## src/rtl/eq_mac_scheduler.sv

```systemverilog
// Sequencer that shares one pipelined MAC across NUM_BANDS FIR bands of NUM_TAPS taps each.
// Optional power-up delay-line clear: define EQ_SCHED_FLUSH_EN.
module eq_mac_scheduler #(
    parameter int NUM_BANDS = 4,
    parameter int NUM_TAPS  = 32,
    parameter int TAP_W     = 5,
    parameter int BAND_W    = 2,
    parameter int MAC_LAT   = 2
) (
    input  logic                    clk,
    input  logic                    rst_n,
    input  logic                    sample_valid,
    input  logic [23:0]             sample_in,
    output logic                    busy,
    output logic                    ovr_err,
    output logic                    dl_wr_en,
    output logic [TAP_W-1:0]        dl_wr_addr,
    output logic [23:0]             dl_wr_data,
    output logic [TAP_W-1:0]        dl_rd_addr,
    output logic [BAND_W+TAP_W-1:0] coef_addr,
    output logic                    mac_clr,
    output logic                    mac_en,
    output logic                    result_valid,
    output logic [BAND_W-1:0]       result_band
);
    localparam logic [2:0] S_IDLE  = 3'd0;
    localparam logic [2:0] S_WRITE = 3'd1;
    localparam logic [2:0] S_RUN   = 3'd2;
    localparam logic [2:0] S_DRAIN = 3'd3;
    localparam logic [2:0] S_FLUSH = 3'd4;

    localparam int DC_W = (MAC_LAT < 2) ? 1 : $clog2(MAC_LAT);
    localparam logic [TAP_W-1:0]  TAP_MAX  = TAP_W'(NUM_TAPS - 1);
    localparam logic [BAND_W-1:0] BAND_MAX = BAND_W'(NUM_BANDS - 1);
    localparam logic [DC_W-1:0]   DC_MAX   = DC_W'(MAC_LAT - 1);

    logic [2:0]        state, state_d;
    logic [TAP_W-1:0]  wp, wp_d, k, k_d;
    logic [BAND_W-1:0] band, band_d;
    logic [DC_W-1:0]   dcnt, dcnt_d;
    logic              busy_now, ovr_d, run_d, wr_d;
    logic [TAP_W-1:0]  wr_addr_d;

    logic [MAC_LAT:0]             vld_pipe;
    logic [MAC_LAT:0][BAND_W-1:0] band_pipe;

`ifdef EQ_SCHED_FLUSH_EN
    logic flush_req;
`endif

    always_comb begin
        state_d   = state;
        wp_d      = wp;
        k_d       = k;
        band_d    = band;
        dcnt_d    = dcnt;
`ifdef EQ_SCHED_FLUSH_EN
        busy_now  = (state != S_IDLE) || flush_req;
`else
        busy_now  = (state != S_IDLE);
`endif
        case (state)
            S_IDLE: begin
`ifdef EQ_SCHED_FLUSH_EN
                if (flush_req) begin
                    state_d = S_FLUSH;
                    k_d     = '0;
                end else
`endif
                if (sample_valid) begin
                    state_d = S_WRITE;
                    wp_d    = wp + TAP_W'(1);
                end
            end
            S_WRITE: begin
                state_d = S_RUN;
                k_d     = '0;
                band_d  = '0;
            end
            S_RUN: begin
                if (k == TAP_MAX) begin
                    k_d = '0;
                    if (band == BAND_MAX) begin
                        state_d = S_DRAIN;
                        dcnt_d  = '0;
                    end else begin
                        band_d = band + BAND_W'(1);
                    end
                end else begin
                    k_d = k + TAP_W'(1);
                end
            end
            S_DRAIN: begin
                if (dcnt == DC_MAX) state_d = S_IDLE;
                else                dcnt_d  = dcnt + DC_W'(1);
            end
`ifdef EQ_SCHED_FLUSH_EN
            S_FLUSH: begin
                if (k == TAP_MAX) begin
                    state_d = S_IDLE;
                    wp_d    = '0;
                    k_d     = '0;
                end else begin
                    k_d = k + TAP_W'(1);
                end
            end
`endif
            default: state_d = S_IDLE;
        endcase
        ovr_d = sample_valid && busy_now;
        run_d = (state_d == S_RUN);
        // Outputs are registered from next-state values so they line up with the state they describe.
`ifdef EQ_SCHED_FLUSH_EN
        wr_d      = (state_d == S_WRITE) || (state_d == S_FLUSH);
        wr_addr_d = (state_d == S_WRITE) ? wp_d : ((state_d == S_FLUSH) ? k_d : '0);
`else
        wr_d      = (state_d == S_WRITE);
        wr_addr_d = wr_d ? wp_d : '0;
`endif
    end

    always_ff @(posedge clk or negedge rst_n) begin
        if (!rst_n) begin
            state      <= S_IDLE;
            wp         <= '0;
            k          <= '0;
            band       <= '0;
            dcnt       <= '0;
`ifdef EQ_SCHED_FLUSH_EN
            flush_req  <= 1'b1;
`endif
            busy       <= 1'b0;
            ovr_err    <= 1'b0;
            dl_wr_en   <= 1'b0;
            dl_wr_addr <= '0;
            dl_wr_data <= '0;
            dl_rd_addr <= '0;
            coef_addr  <= '0;
            mac_clr    <= 1'b0;
            mac_en     <= 1'b0;
            vld_pipe   <= '0;
            band_pipe  <= '0;
        end else begin
            state      <= state_d;
            wp         <= wp_d;
            k          <= k_d;
            band       <= band_d;
            dcnt       <= dcnt_d;
`ifdef EQ_SCHED_FLUSH_EN
            flush_req  <= 1'b0;
`endif
            busy       <= (state_d != S_IDLE);
            ovr_err    <= ovr_d;
            dl_wr_en   <= wr_d;
            dl_wr_addr <= wr_addr_d;
            // WRITE is only ever entered from IDLE on sample_valid, so sample_in is the accepted sample.
            dl_wr_data <= (state_d == S_WRITE) ? sample_in : '0;
            dl_rd_addr <= run_d ? (wp_d - k_d) : '0;
            coef_addr  <= run_d ? {band_d, k_d} : '0;
            mac_clr    <= run_d && (k_d == '0);
            mac_en     <= run_d;
            vld_pipe[0]  <= run_d && (k_d == TAP_MAX);
            band_pipe[0] <= run_d ? band_d : '0;
            for (int i = 1; i <= MAC_LAT; i++) begin
                vld_pipe[i]  <= vld_pipe[i-1];
                band_pipe[i] <= band_pipe[i-1];
            end
        end
    end

    assign result_valid = vld_pipe[MAC_LAT];
    assign result_band  = band_pipe[MAC_LAT];

endmodule

```

## config.mk

```make
export PLATFORM = sky130hd
export DESIGN_NAME = eq_mac_scheduler
export DESIGN_NICKNAME = d
export VERILOG_FILES = /design/src/rtl/eq_mac_scheduler.sv
export SDC_FILE = /design/constraint.sdc
export NUM_CORES = 1
export LEC_CHECK = 0
export CAP_MARGIN = 5
export CORE_MARGIN = 4
export CORE_UTILIZATION = 43
export DETAILED_ROUTE_END_ITERATION = 10
export GPL_TIMING_DRIVEN = 0
export PLACE_DENSITY = 0.8
export SLEW_MARGIN = 25
export SYNTH_ARGS = -nofsm -noshare
export SYNTH_HDL_FRONTEND = slang
export SYNTH_SLANG_ARGS = --single-unit
```

## constraint.sdc

```tcl
create_clock -name clk -period 3.1 [get_ports clk]
set_clock_uncertainty 0.15 [all_clocks]
set_input_delay 0.465 -clock clk [delete_from_list [all_inputs] [get_ports clk]]
set_output_delay 0.465 -clock clk [all_outputs]
set_load 0.02 [all_outputs]
```

## Word level (Yosys, flattened, before mapping)

Index checks and enable logic that the tools add are counted.

| word-level totals | value |
|---|---|
| bits in registers | 71 |
| bits of input ports | 27 |
| logic and storage cells | 63 |

| operators by class | value |
|---|---|
| reductions and logical operators | 9 |
| add/subtract/negate cells | 5 |
| eq/ne operators | 10 |
| multiplexer cells | 21 |

Operators by type and width:

| operator | count |
|---|---|
| 2-to-1 mux 5 bit | 5 |
| 2-to-1 mux 24 bit | 1 |
| 2-to-1 mux 3 bit | 4 |
| case mux 3 bit (4 select lines) | 1 |
| adder 5 x 1 -> 5 bit (second input constant) | 2 |
| equality test 5 bit (second input constant) | 2 |
| case mux 5 bit (2 select lines) | 1 |
| equality test 3 x 2 -> 1 bit (second input constant) | 3 |
| 2-to-1 mux 7 bit | 1 |
| equality test 3 x 1 -> 1 bit (second input constant) | 2 |
| 2-to-1 mux 2 bit | 3 |
| nonzero test 3 bit | 2 |
| zero test 5 bit | 1 |
| subtractor 5 bit | 1 |
| inequality test 2 bit (second input constant) | 2 |
| case mux 2 bit (2 select lines) | 1 |
| logical AND 1 bit | 3 |
| zero test 3 bit | 1 |
| 2-to-1 mux 1 bit | 3 |
| AND reduction 3 bit | 1 |
| adder 2 x 1 -> 2 bit (second input constant) | 1 |
| equality test 2 bit (second input constant) | 1 |
| case mux 1 bit (2 select lines) | 1 |
| nonzero test 2 bit | 1 |
| adder 1 bit (second input constant) | 1 |

## Logic depth before layout (Yosys ltp)

Gate-level depths: netlist of the first run.

| logic depth | value |
|---|---|
| word-level depth | 6 |
| depth in mapped cells | 14 |
| depth with buffers taken out | 13 |

## Worst setup path before layout of the first run

OpenSTA, ideal clock, no wires.

| timing | value |
|---|---|
| kind | reg-to-reg |
| from | reg k[0] |
| to | reg dl_rd_addr[4] |
| buffers on the path | 1 |
| arrival time | 3022 ps |
| required time | 2824 ps |
| clock period less this slack | 3298 ps |
| cell stages (with the launch flop) | 15 |
| path slack | -198 ps |
| cell sequence | dfrtp_1 ha_1 and3_1 ha_1 clkbuf_1 nor2_1 a22o_1 a22o_1 ha_1 fa_1 nor2b_1 o21ai_0 o21ai_0 o311a_1 mux2i_1 |

| between the ends | value |
|---|---|
| cells in the longest elaborated chain, start to end | 5 |

Ends and longest elaborated chain:

| what | RTL line | text |
|---|---|---|
| start, declared | 38 | `logic [TAP_W-1:0] wp, wp_d, k, k_d;` |
| start signal, assigned | 146 | `k <= k_d;` |
| adder 5 x 1 -> 5 bit / equality test 5 bit (equally long branches) | 90, 81 |  |
| 2-to-1 mux 5 bit | 81 | `if (k == TAP_MAX) begin` |
| case mux 5 bit (2 select lines) * | 62 | `case (state)` |
| named net k_d[0] | 38 |  |
| subtractor 5 bit * | 158 | `dl_rd_addr <= run_d ? (wp_d - k_d) : '0;` |
| 2-to-1 mux 5 bit * | 158 |  |
| end signal, assigned | 158 |  |
| end, declared | 19 | `output logic [TAP_W-1:0] dl_rd_addr,` |

Mark *: on every way through the listed nets, which the timed path passes. The rest lies on a longest branch.
A chain may end at the register's enable or synchronous reset.

## Final worst setup path of the first run

| timing | value |
|---|---|
| from | reg k[1] |
| to | reg dl_rd_addr[4] |

| between the ends | value |
|---|---|
| cells in the longest elaborated chain, start to end | 5 |

Ends and longest elaborated chain:

| what | RTL line |
|---|---|
| equality test 5 bit | 81 |
| 2-to-1 mux 5 bit | 81 |
| case mux 5 bit (2 select lines) | 62 |
| named net k_d[0] | 38 |
| subtractor 5 bit | 158 |
| 2-to-1 mux 5 bit | 158 |

The timed path passes the listed nets, and every way through them passes these cells.

==> results of run 1 <==
cells by family (layout without fill, tap and decap cells):
family / after synthesis / after routing
XOR/XNOR: 7 / 7
other: 1 / 1
AO/OA/AOI/OAI: 31 / 31
flip-flops: 69 / 69
multiplexers: 3 / 3
buffers and inverters: 24 / 129
adder cells (fa/ha/maj): 8 / 8
AND/OR/NAND/NOR: 89 / 89
critical path, stage by stage (launching register included):
cell	delay, ps
dfrtp_1	420
ha_4	160
and3_4	200
ha_4	150
nor2_1	50
a22o_1	200
a22o_1	300
ha_4	200
fa_2	380
nor2b_4	140
o21ai_1	70
o21ai_1	80
o311a_1	360
mux2i_1	120
final timing paths:
path	slack (ps)	startpoint	cells past startpoint	end
worst max-delay path	6	k[1]$_DFF_PN0_	13	dl_rd_addr[4]$_DFF_PN0_
worst min-delay path	200	vld_pipe[1]$_DFF_PN0_	0	vld_pipe[2]$_DFF_PN0_
worst max register to register	6	k[1]$_DFF_PN0_	13	dl_rd_addr[4]$_DFF_PN0_
worst min register to register	200	vld_pipe[1]$_DFF_PN0_	0	vld_pipe[2]$_DFF_PN0_
max in group asynchronous	1870	rst_n	3	wp[3]$_DFF_PN0_
min in group asynchronous	420	rst_n	2	result_band[1]$_DFF_PN0_
timing repair:
| action | in CTS | in global routing |
|---|---|---|
| setup endpoints to repair | 3 | 2 |
| gates resized for setup | 11 | 8 |
| hold buffers | 1 | 0 |
| endpoints found under the hold margin | 21 | 0 |
| pin swaps | 6 | 9 |
| setup buffers | 8 | 7 |
| gates cloned | 0 | 0 |
layout make-up:
cell class | count | area (um^2)
fillers | 476 | 2220
flip-flops and latches | 69 | 1730
multi-input cells | 139 | 1040
repair buffers | 92 | 898
clock buffers | 12 | 155
well taps | 77 | 96.3
clock inverters | 4 | 70.1
plain buffers | 11 | 66.3
inverters | 10 | 42.5
sequential cells by signal (all words and copies together), names as in the netlist:
register and count:
wp 5, vld_pipe 3, band 2, k 5
coef_addr 5, ovr_err 1, state 3, band_pipe 4
dcnt 1, dl_wr_data 24, dl_wr_addr 5, busy 1
mac_clr 1, dl_rd_addr 5, mac_en 1, dl_wr_en 1
result_band 2
placed cells by master, fill, tap and decap left out, drive strengths merged, types with 2 or more instances in the layout:
| master | instances |
|---|---|
| bufinv | 2 |
| a21oi | 7 |
| o21ai | 8 |
| nand2 | 10 |
| dfrtp | 69 |
| and2 | 30 |
| clkdlybuf4s50 | 74 |
| nor2b | 4 |
| nor2 | 11 |
| nor3b | 2 |
| mux2i | 3 |
| or3b | 3 |
| nand2b | 8 |
| nor3 | 2 |
| a22o | 4 |
| nand4 | 2 |
| or4b | 2 |
| nand3 | 5 |
| inv | 10 |
| xnor2 | 5 |
| clkinv | 2 |
| or2 | 3 |
| a31oi | 2 |
| or3 | 4 |
| ha | 6 |
| buf | 22 |
| clkbuf | 18 |
metrics by stage:
step / hold slack [ps] / instance area (um^2)
finish: 199 / 4090
global route: 211 / 4090
CTS: 200 / 4020
detailed placement: 185 / 3690
global placement: 182 / 3660
floorplan: 19.4 / 2820
where the power goes:
group	internal, mW	leakage, nW	switching [mW]
combinational	0.467	0.843	0.429
clock	0.495	0.116	0.322
sequential	1.01	0.927	0.102
layer usage:
metal,vias up,GRT usage
met5,-,0
li1,971,-
met1,1039,0.202
met4,0,0.0659
met2,77,0.296
met3,16,0.0438
==> summary.log, run 1 <==
[synth] simple logic cell fraction of the synthesized area 0.189
[synth] Ys Warns 0
[place] HPWL reported at the end of detailed placement 4150 um
[die] Die W 88.6 um
[finish] Syn-to-layout area delta 46.5%
[grt] number of antenna violations at the first check in global routing 0
[routing] number of iterations in the first detailed-routing pass 4
[finish] post-layout instance count excluding filler cells 414
[grt] total gr overflow 0
[synth] Post-synth EDFFs 0
[clock_tree] CTS Root Buffer Type clkbuf_8
[die] I/O pin count 76
[place] setup slack at placement -572 ps
[routing] routed metal-1 wirelength 2550 um
[routing] metal2 WL 3310 um
[clock_tree] sink count of the clock tree 69
[setup_path] critical path capture point type register
[finish] layout net count 366
[clock_tree] clock tree from TritonCTS done
[synth] dominant synthesized flop cell dfrtp_1
[setup_path] CP startpoint kind register
[synth] netlist area before placement 2790 um^2
[clock_tree] total clock buffers created by CTS 9
[sta] setup total negative slack 0 ps
[routing] number of DRC markers in iteration 0 129
[synth] share of cell area taken by muxes after synthesis 0.0107
[grt] largest net degree at the start of global routing 49
[synth] count of distinct cell types in the synthesized netlist 51
[grt] global-route total usage across every layer 0.170
[clock_tree] clock slew at reported path FFs 70 ps
[synth] instance count of the mapped netlist 232
[power_and_ir_drop] static power due to leakage 1.89 nW
[synth] leading post-synthesis cells by cell area dfrtp_1 (62%), and2_1 (6.5%), ha_1 (2.7%)
[sta] final hold viol count 0
[sta] Worst Max-Slew Pin Slew 855 ps
[sta] Final Slew Violations 0
[finish] Layout Utilization 0.648
[setup_path] endpoint required time on the critical path 3170 ps
[sta] RSZ-0062 raised after global routing yes
[synth] cell taking the most area after synthesis dfrtp_1
[sta] tightest slew margin relative to the limit 0.430
[grt] global-route wire length before repair 10100 um
[clock_tree] insertion delay to the later sink of the worst-skew pair 340 ps
[die] die footprint 7850 um^2
[clock_tree] Longest Clk Path Bufs 2
[place] number of placed instances with taps included 385
[routing] drt drc 0
[die] CORE AREA 6310 um^2
[outcome] outcome complete, no violations
[power_and_ir_drop] sum of internal, switching and leakage power 2.82 mW
[grt] via count of the first global-routing pass 2100
[die] Core Rows 29
[synth] share of synthesized flip-flops with an asynchronous set or reset 1.00
[synth] most numerous cell types in the synthesized netlist dfrtp_1 (69), and2_1 (29), nor2_1 (11), nand2_1 (10), inv_1 (9)
[routing] Detailed Route WL 6340 um
[sta] Final Critical Period 3090 ps
[clock_tree] depth of the CTS H-tree 3
[setup_path] Critical Path AT 3160 ps
[synth] xor and xnor fraction of the mapped netlist area 0.0273
[synth] main combinational cell family by area after synthesis simple AND/OR/NAND/NOR gates
[die] initial cell density of the core 0.443
[sta] Final Worst Setup Slack 6.29 ps
[setup_path] class of the most critical setup path reg -> reg
[synth] Seq cells post-synth 69
[sta] part of the cycle the worst path needs 0.998
[die] die height 88.6 um
[finish] ratio of cells with drive above 1 in the final layout 0.181
[synth] complex-gate fraction of the synthesized area 0.0748
[run] number of max-cap violations 0
[synth] most common cell in the netlist dfrtp_1
[routing] met3 wirelength from detailed routing 364 um
[routing] mean routed wirelength per cell 15.3 um
[synth] Mean Syn Cell Area 12.0 um^2
[synth] post-synthesis adder-cell area fraction 0.0381
[sta] Final setup viols 0
[routing] total via count after detailed routing 2103
[routing] Top Metal Used met4
[place] GPL Wtd Cong 0.864
[power_and_ir_drop] Pwr Density 690 nW/um^2
[routing] routed via count divided by cell count 5.08
[power_and_ir_drop] VDD IR max 0.370 mV
[finish] antenna diode count 0
[setup_path] maximum fanout count along the critical path 4
[synth] area fraction of the dominant cell type after synthesis 0.618
[place] IO buf count 75
[sta] Peak Freq 0.323 GHz
[synth] net count of the mapped netlist 266
[hold_path] type of the tightest min-delay check reg -> reg
[synth] portion of the post-synthesis area used by sequential elements 0.618
[routing] antenna-violating nets left 0
Power figures use the tool's default switching activity.
==> run 2: changes to the inputs <==
--- a/config.mk
+++ b/config.mk
@@ -11,7 +11,6 @@
 export DETAILED_ROUTE_END_ITERATION = 10
 export GPL_TIMING_DRIVEN = 0
 export PLACE_DENSITY = 0.8
-export SLEW_MARGIN = 25
 export SYNTH_ARGS = -nofsm -noshare
 export SYNTH_HDL_FRONTEND = slang
 export SYNTH_SLANG_ARGS = --single-unit
==> run 2 against run 1 <==
  * The run now ends with negative setup slack left
  * Count of clock-buffer cells in the layout shrank 1
  * Worst hold slack lost 130 ps
  * Final area shrank 2.4%
  * Critical endpoint unchanged
==> summary.log, run 2 (synthesis gave the netlist of run 1 again) <==
[outcome] outcome finished, violations left
[outcome] violations in the final reports negative setup slack
[sta] final hold viol count 0
[sta] worst hold margin 72.4 ps
[setup_path] Worst path slowest cell dfrtp_2
[place] IO buf count 75
[sta] RSZ-0062 raised after global routing yes
[routing] number of DRC markers in iteration 0 111
[routing] mean routed wirelength per cell 15.6 um
[clock_tree] clock tree from TritonCTS done
[power_and_ir_drop] share of total power in sequential cells 0.405
[die] die height 88.6 um
[grt] total gr overflow 0
[finish] Syn-to-layout area delta 43.0%
[routing] routed via count divided by cell count 4.96
[run] number of max-cap violations 0
[setup_path] cell type group with the largest total delay on the critical path simple AND/OR/NAND/NOR gates
[power_and_ir_drop] static power due to leakage 1.84 nW
[place] GPL Wtd Cong 0.864
[grt] largest net degree at the start of global routing 70
[die] Die W 88.6 um
[clock_tree] total clock buffers created by CTS 9
[power_and_ir_drop] part of the total power dissipated in combinational logic 0.326
[setup_path] most repeated library cell on the critical path ha_4
[die] die footprint 7850 um^2
[hold_path] type of the tightest min-delay check in -> async
[finish] antenna diode count 0
[finish] commonest cells after routing, fill and taps aside clkdlybuf4s50_1 (74), dfrtp_1 (68), and2_1 (29)
[power_and_ir_drop] Internal Pwr Total 1.87 mW
[setup_path] crit-path cells ha_4 -> and3_4 -> ha_4 -> or3b_4 -> or3_4 -> a21oi_2 -> a21o_1 -> inv_2 -> ha_4 -> inv_2 -> o311a_1 -> mux2i_1
[die] initial cell density of the core 0.443
[power_and_ir_drop] clock share of power 0.269
[die] I/O pin count 76
[setup_path] critical path capture point type register
[finish] most frequent standard cell in the layout excluding fill and tap cells clkdlybuf4s50_1
[sta] Final setup viols 1
[clock_tree] clock slew at reported path FFs 70 ps
[place] HPWL reported at the end of detailed placement 4080 um
[sta] Final Worst Setup Slack -12.5 ps
[routing] drt drc 0
[routing] number of iterations in the first detailed-routing pass 4
[routing] Detailed Route WL 6360 um
[finish] Layout Utilization 0.633
[power_and_ir_drop] NetSw 0.855 mW
[sta] Peak Freq 0.321 GHz
[setup_path] crit path buf inv count 2
[clock_tree] CTS Root Buffer Type clkbuf_8
[finish] ratio of cells with drive above 1 in the final layout 0.169
[finish] fill cell count 496
[setup_path] class of the most critical setup path reg -> reg
[power_and_ir_drop] net switching share of the total power 0.313
[setup_path] biggest cell delay along the critical path 440 ps
[power_and_ir_drop] VDD IR max 0.405 mV
[setup_path] Critical Path AT 3220 ps
[sta] tightest slew margin relative to the limit 0.428
[routing] antenna-violating nets left 0
[finish] layout net count 361
[setup_path] endpoint required time on the critical path 3210 ps
[setup_path] maximum fanout count along the critical path 4
[sta] Final Critical Period 3110 ps
[grt] via count of the first global-routing pass 2094
[die] Core Rows 29
[clock_tree] Longest Clk Path Bufs 2
[setup_path] CP startpoint kind register
[clock_tree] insertion delay to the later sink of the worst-skew pair 340 ps
[clock_tree] depth of the CTS H-tree 3
[grt] global-route total usage across every layer 0.176
[clock_tree] sink count of the clock tree 69
[die] CORE AREA 6310 um^2
[power_and_ir_drop] Pwr Density 683 nW/um^2
[sta] part of the cycle the worst path needs 1.00
[grt] global-route wire length before repair 10300 um
[sta] Final Slew Violations 0
[finish] max reg flops 24
[finish] largest reg by FF count dl_wr_data
[routing] total via count after detailed routing 2023
[clock_tree] number of hold-repair buffers added at the cts stage 0
[grt] number of antenna violations at the first check in global routing 0
[sta] Worst Max-Slew Pin Slew 857 ps
==> run 2: layout make-up <==
class	count	area (um^2)	share of cell area
multi-input combinational	139	1030	0.257
clock buffer	11	151	0.0379
inverter	10	40.0	0.0100
clock inverter	4	47.5	0.0119
timing repair buffer	87	838	0.210
tap	77	96.3	0.0241
sequential	69	1730	0.432
buffer	11	66.3	0.0166
==> run 2: path summary, 6_finish.rpt <==
kind | cells after the start | from | endpoint | slack, ps
worst max-delay path | 12 | k[0]$_DFF_PN0_ | dl_rd_addr[4]$_DFF_PN0_ | -10
worst min-delay path | 1 | rst_n | result_band[1]$_DFF_PN0_ | 70
worst max register to register | 12 | k[0]$_DFF_PN0_ | dl_rd_addr[4]$_DFF_PN0_ | -10
worst min register to register | 0 | band_pipe[2]$_DFF_PN0_ | result_band[0]$_DFF_PN0_ | 200
max in group asynchronous | 1 | rst_n | k[0]$_DFF_PN0_ | 2140
min in group clk | 0 | band_pipe[2]$_DFF_PN0_ | result_band[0]$_DFF_PN0_ | 200
==> run 2: power groups by stage <==
stage / registers [mW] / logic, mW / clock network, mW
final: 1.11 / 0.890 / 0.735
after floorplan: 1.16 / 0.424 / 0
after detailed placement: 1.11 / 0.718 / 0
after CTS: 1.10 / 0.828 / 0.746
after global routing: 1.12 / 0.974 / 0.799
after global placement: 1.11 / 0.692 / 0
==> run 2: stage by stage <==
stage	total power [mW]	cell area, um^2	setup WS [ps]	cells	TNS (ps)
6_report	2.73	4000	-12.5	408	-12.5
5_1_grt	2.89	4000	-106	408	-106
4_1_cts	2.67	3950	5.98	404	0
3_5_place_dp	1.83	3660	-546	384	-1260
3_3_place_gp	1.80	3660	-717	384	-50320
2_1_floorplan	1.58	2820	-33.7	232	-33.7
==> run 2: repair_timing <==
item | 4_1_cts | 5_1_grt
pin swaps | 6 | 4
hold endpoints to repair | 0 | 0
resized for setup | 11 | 4
endpoints found under the setup margin | 3 | 2
setup buffers | 8 | 4
==> run 2: routing by layer <==
layer  global-route usage  wire [um]  up-vias
li1                     -          -      955
met1                0.213       2590      980
met2                0.296       3250       77
met3               0.0484        384       11
met4               0.0714        128        0
met5                    0          0        -
==> edit: new RTL, settings of run 1 <==
`TAP_W`: 5 -> 10.
--- a/src/rtl/eq_mac_scheduler.sv
+++ b/src/rtl/eq_mac_scheduler.sv
@@ -3,7 +3,7 @@
 module eq_mac_scheduler #(
     parameter int NUM_BANDS = 4,
     parameter int NUM_TAPS  = 32,
-    parameter int TAP_W     = 5,
+    parameter int TAP_W     = 10,
     parameter int BAND_W    = 2,
     parameter int MAC_LAT   = 2
 ) (
Ports: changed (resized coef_addr, dl_rd_addr and dl_wr_addr); port bits go from 76 to 91. No check against the original RTL was run, so the function may have changed too.
==> edit against run 1 <==
  * Routed wire length up 58%
  * Combinational power is 47% higher
  * Total power is 31% higher
  * Area after synthesis increased by 43%
  * Worst setup slack got worse by 0.0041 ns
  * Via count increased by 49%
  * Core utilization increased by 0.49 points
  * Sequential cell count grew 25
  * First-iteration DRC count is 38% higher
  * Design area is 42% higher
  * Global-route usage grew 0.78 points
  * Largest power group unchanged
==> edit: results (changes against run 1) <==
stage,metric,value,unit,change
run_status,outcome,finished clean,,
final_layout,fin_nets,526,,+44%
sta,slew_headroom,0.592,,+0.162
critical_path,r2r-end,dl_rd_addr[9],,
synth,synthCells,347,,+50%
critical_path,worstSetupPathType,register to register,,
placed_design,port_buffers,90,,+20%
placed_design,postPlaceCellArea,5050,um2,+37%
final_layout,n_fill_cell,687,,+44%
clock_tree,clockBufferDepth,2,,unchanged
power_and_ir_drop,leakage,0.00276,uW,+46%
clock_tree,cts_resized,29,,+18
drt,wl,10.0,mm,+58%
synth,synth.top_cell.area_share,0.590,,-0.0281
drt,drt-initial-drc-count,178,,+38%
synth,synth_cell_types,53,,+3.9%
clock_tree,clk_pin_slew,0.09,ns,+0.02 ns
drt,dr.pass1.iters,5,,+1
global_route,grt_usage,0.178,,+0.00781
global_route,grt_pass1_vias,3227,,+54%
synth,ys.flop_type,dfrtp_1,,
min_path,worstHoldStart,band_pipe[2],,
synth,syn-num-nets,386,,+45%
synth,synthTopCellsByCount,"dfrtp_1 (94), and2_1 (32), nor2_1 (29), a21oi_1 (19)",,
power_and_ir_drop,vdd_drop_max,456,uV,+23%
final_layout,regMostFlops,dl_wr_data,,
synth,synthArstFlopShare,1.00,,unchanged
critical_path,critPathTopFamily,simple AND/OR/NAND/NOR gates,,
placed_design,dp_cells,546,,+42%
synth,yosysSeqAreaShare,0.590,,-0.0281
global_route,grt_pass1_wl,15.6,mm,+54%
critical_path,ff2ff_path_depth,16,,+3
critical_path,r2r_setup_slack,0.002,ns,
clock_tree,h-tree-depth,3,,unchanged
final_layout,final_cell_count_no_fill,600,,+45%
critical_path,path_max_fanout,5,,+1
placed_design,dp_hpwl,6.31,mm,+52%
placed_design,gp_congestion,0.845,,-2.1%
synth,yosys-top-cells-area,"dfrtp_1 (59%), and2_1 (5.0%), ha_1 (3.5%), xnor2_1 (3.3%), nor2_1 (2.7%)",,
clock_tree,insertion_delay,0.36,ns,+0.02 ns
final_layout,drive_gt1_frac,0.232,,+0.0507
global_route,grt_max_degree,72,,+47%
min_path,whs_endpoint,result_band[0],,
drt,dr_total_vias,3125,,+49%
clock_tree,postCtsSetupRepairBufs,24,,+16
[edit: changes by cell type after synthesis, sizes merged, moves of 5 or more]
cell / run 1 / this run
dfrtp: 69 / 94
nor2: 11 / 30
a21oi: 7 / 21
xnor2: 5 / 15
xor2: 1 / 11
inv: 10 / 18
nor3: 2 / 8
o21ai: 8 / 14
and3: 1 / 6
ha: 6 / 11
[edit: per-layer routing]
layer / wire (um) / up-vias / track usage
li1: - / 1435 / -
met1: 3930 / 1537 / 0.209
met2: 5260 / 119 / 0.306
met3: 477 / 34 / 0.0304
met4: 347 / 0 / 0.104
met5: 0 / - / 0
[edit: stage by stage]
stage	setup slack [ns]	setup TNS (ns)	hold WS, ns	total power (uW)
final	0.00221	0	0.203	3700
after detailed placement	-0.655	-2.31	0.185	2380
after global placement	-1.88	-177.67	0.182	2350
after floorplan	0.0317	0	0.0194	2040
after global routing	-0.152	-0.572	0.221	3880
after CTS	-0.0309	-0.0309	0.204	3520
[edit: cell type report]
cell class,count,area (um2),share of cell area
Inverter,18,70.1,0.0121
Clock buffer,12,165,0.0284
Multi-Input combinational cell,218,1670,0.288
Buffer,15,100,0.0172
Timing Repair Buffer,131,1230,0.212
Clock inverter,4,76.3,0.0131
Sequential cell,94,2360,0.406
Tap cell,108,135,0.0233
[edit: cell families after synthesis]
logic type / Yosys count / share of synthesized area
AO/OA/AOI/OAI: 53 / 0.0835
adder cells (fa/ha/maj): 12 / 0.0395
buffers and inverters: 35 / 0.0427
AND/OR/NAND/NOR: 125 / 0.182
other: 1 / 0.000940
multiplexers: 1 / 0.00251
flip-flops: 94 / 0.590
XOR/XNOR: 26 / 0.0590
[edit: power breakdown]
group          leakage (uW)  total (uW)  internal, uW  switching [uW]
Sequential          0.00127        1420          1330            87.4
Clock              0.000119         954           524             430
Combinational       0.00136        1320           662             658
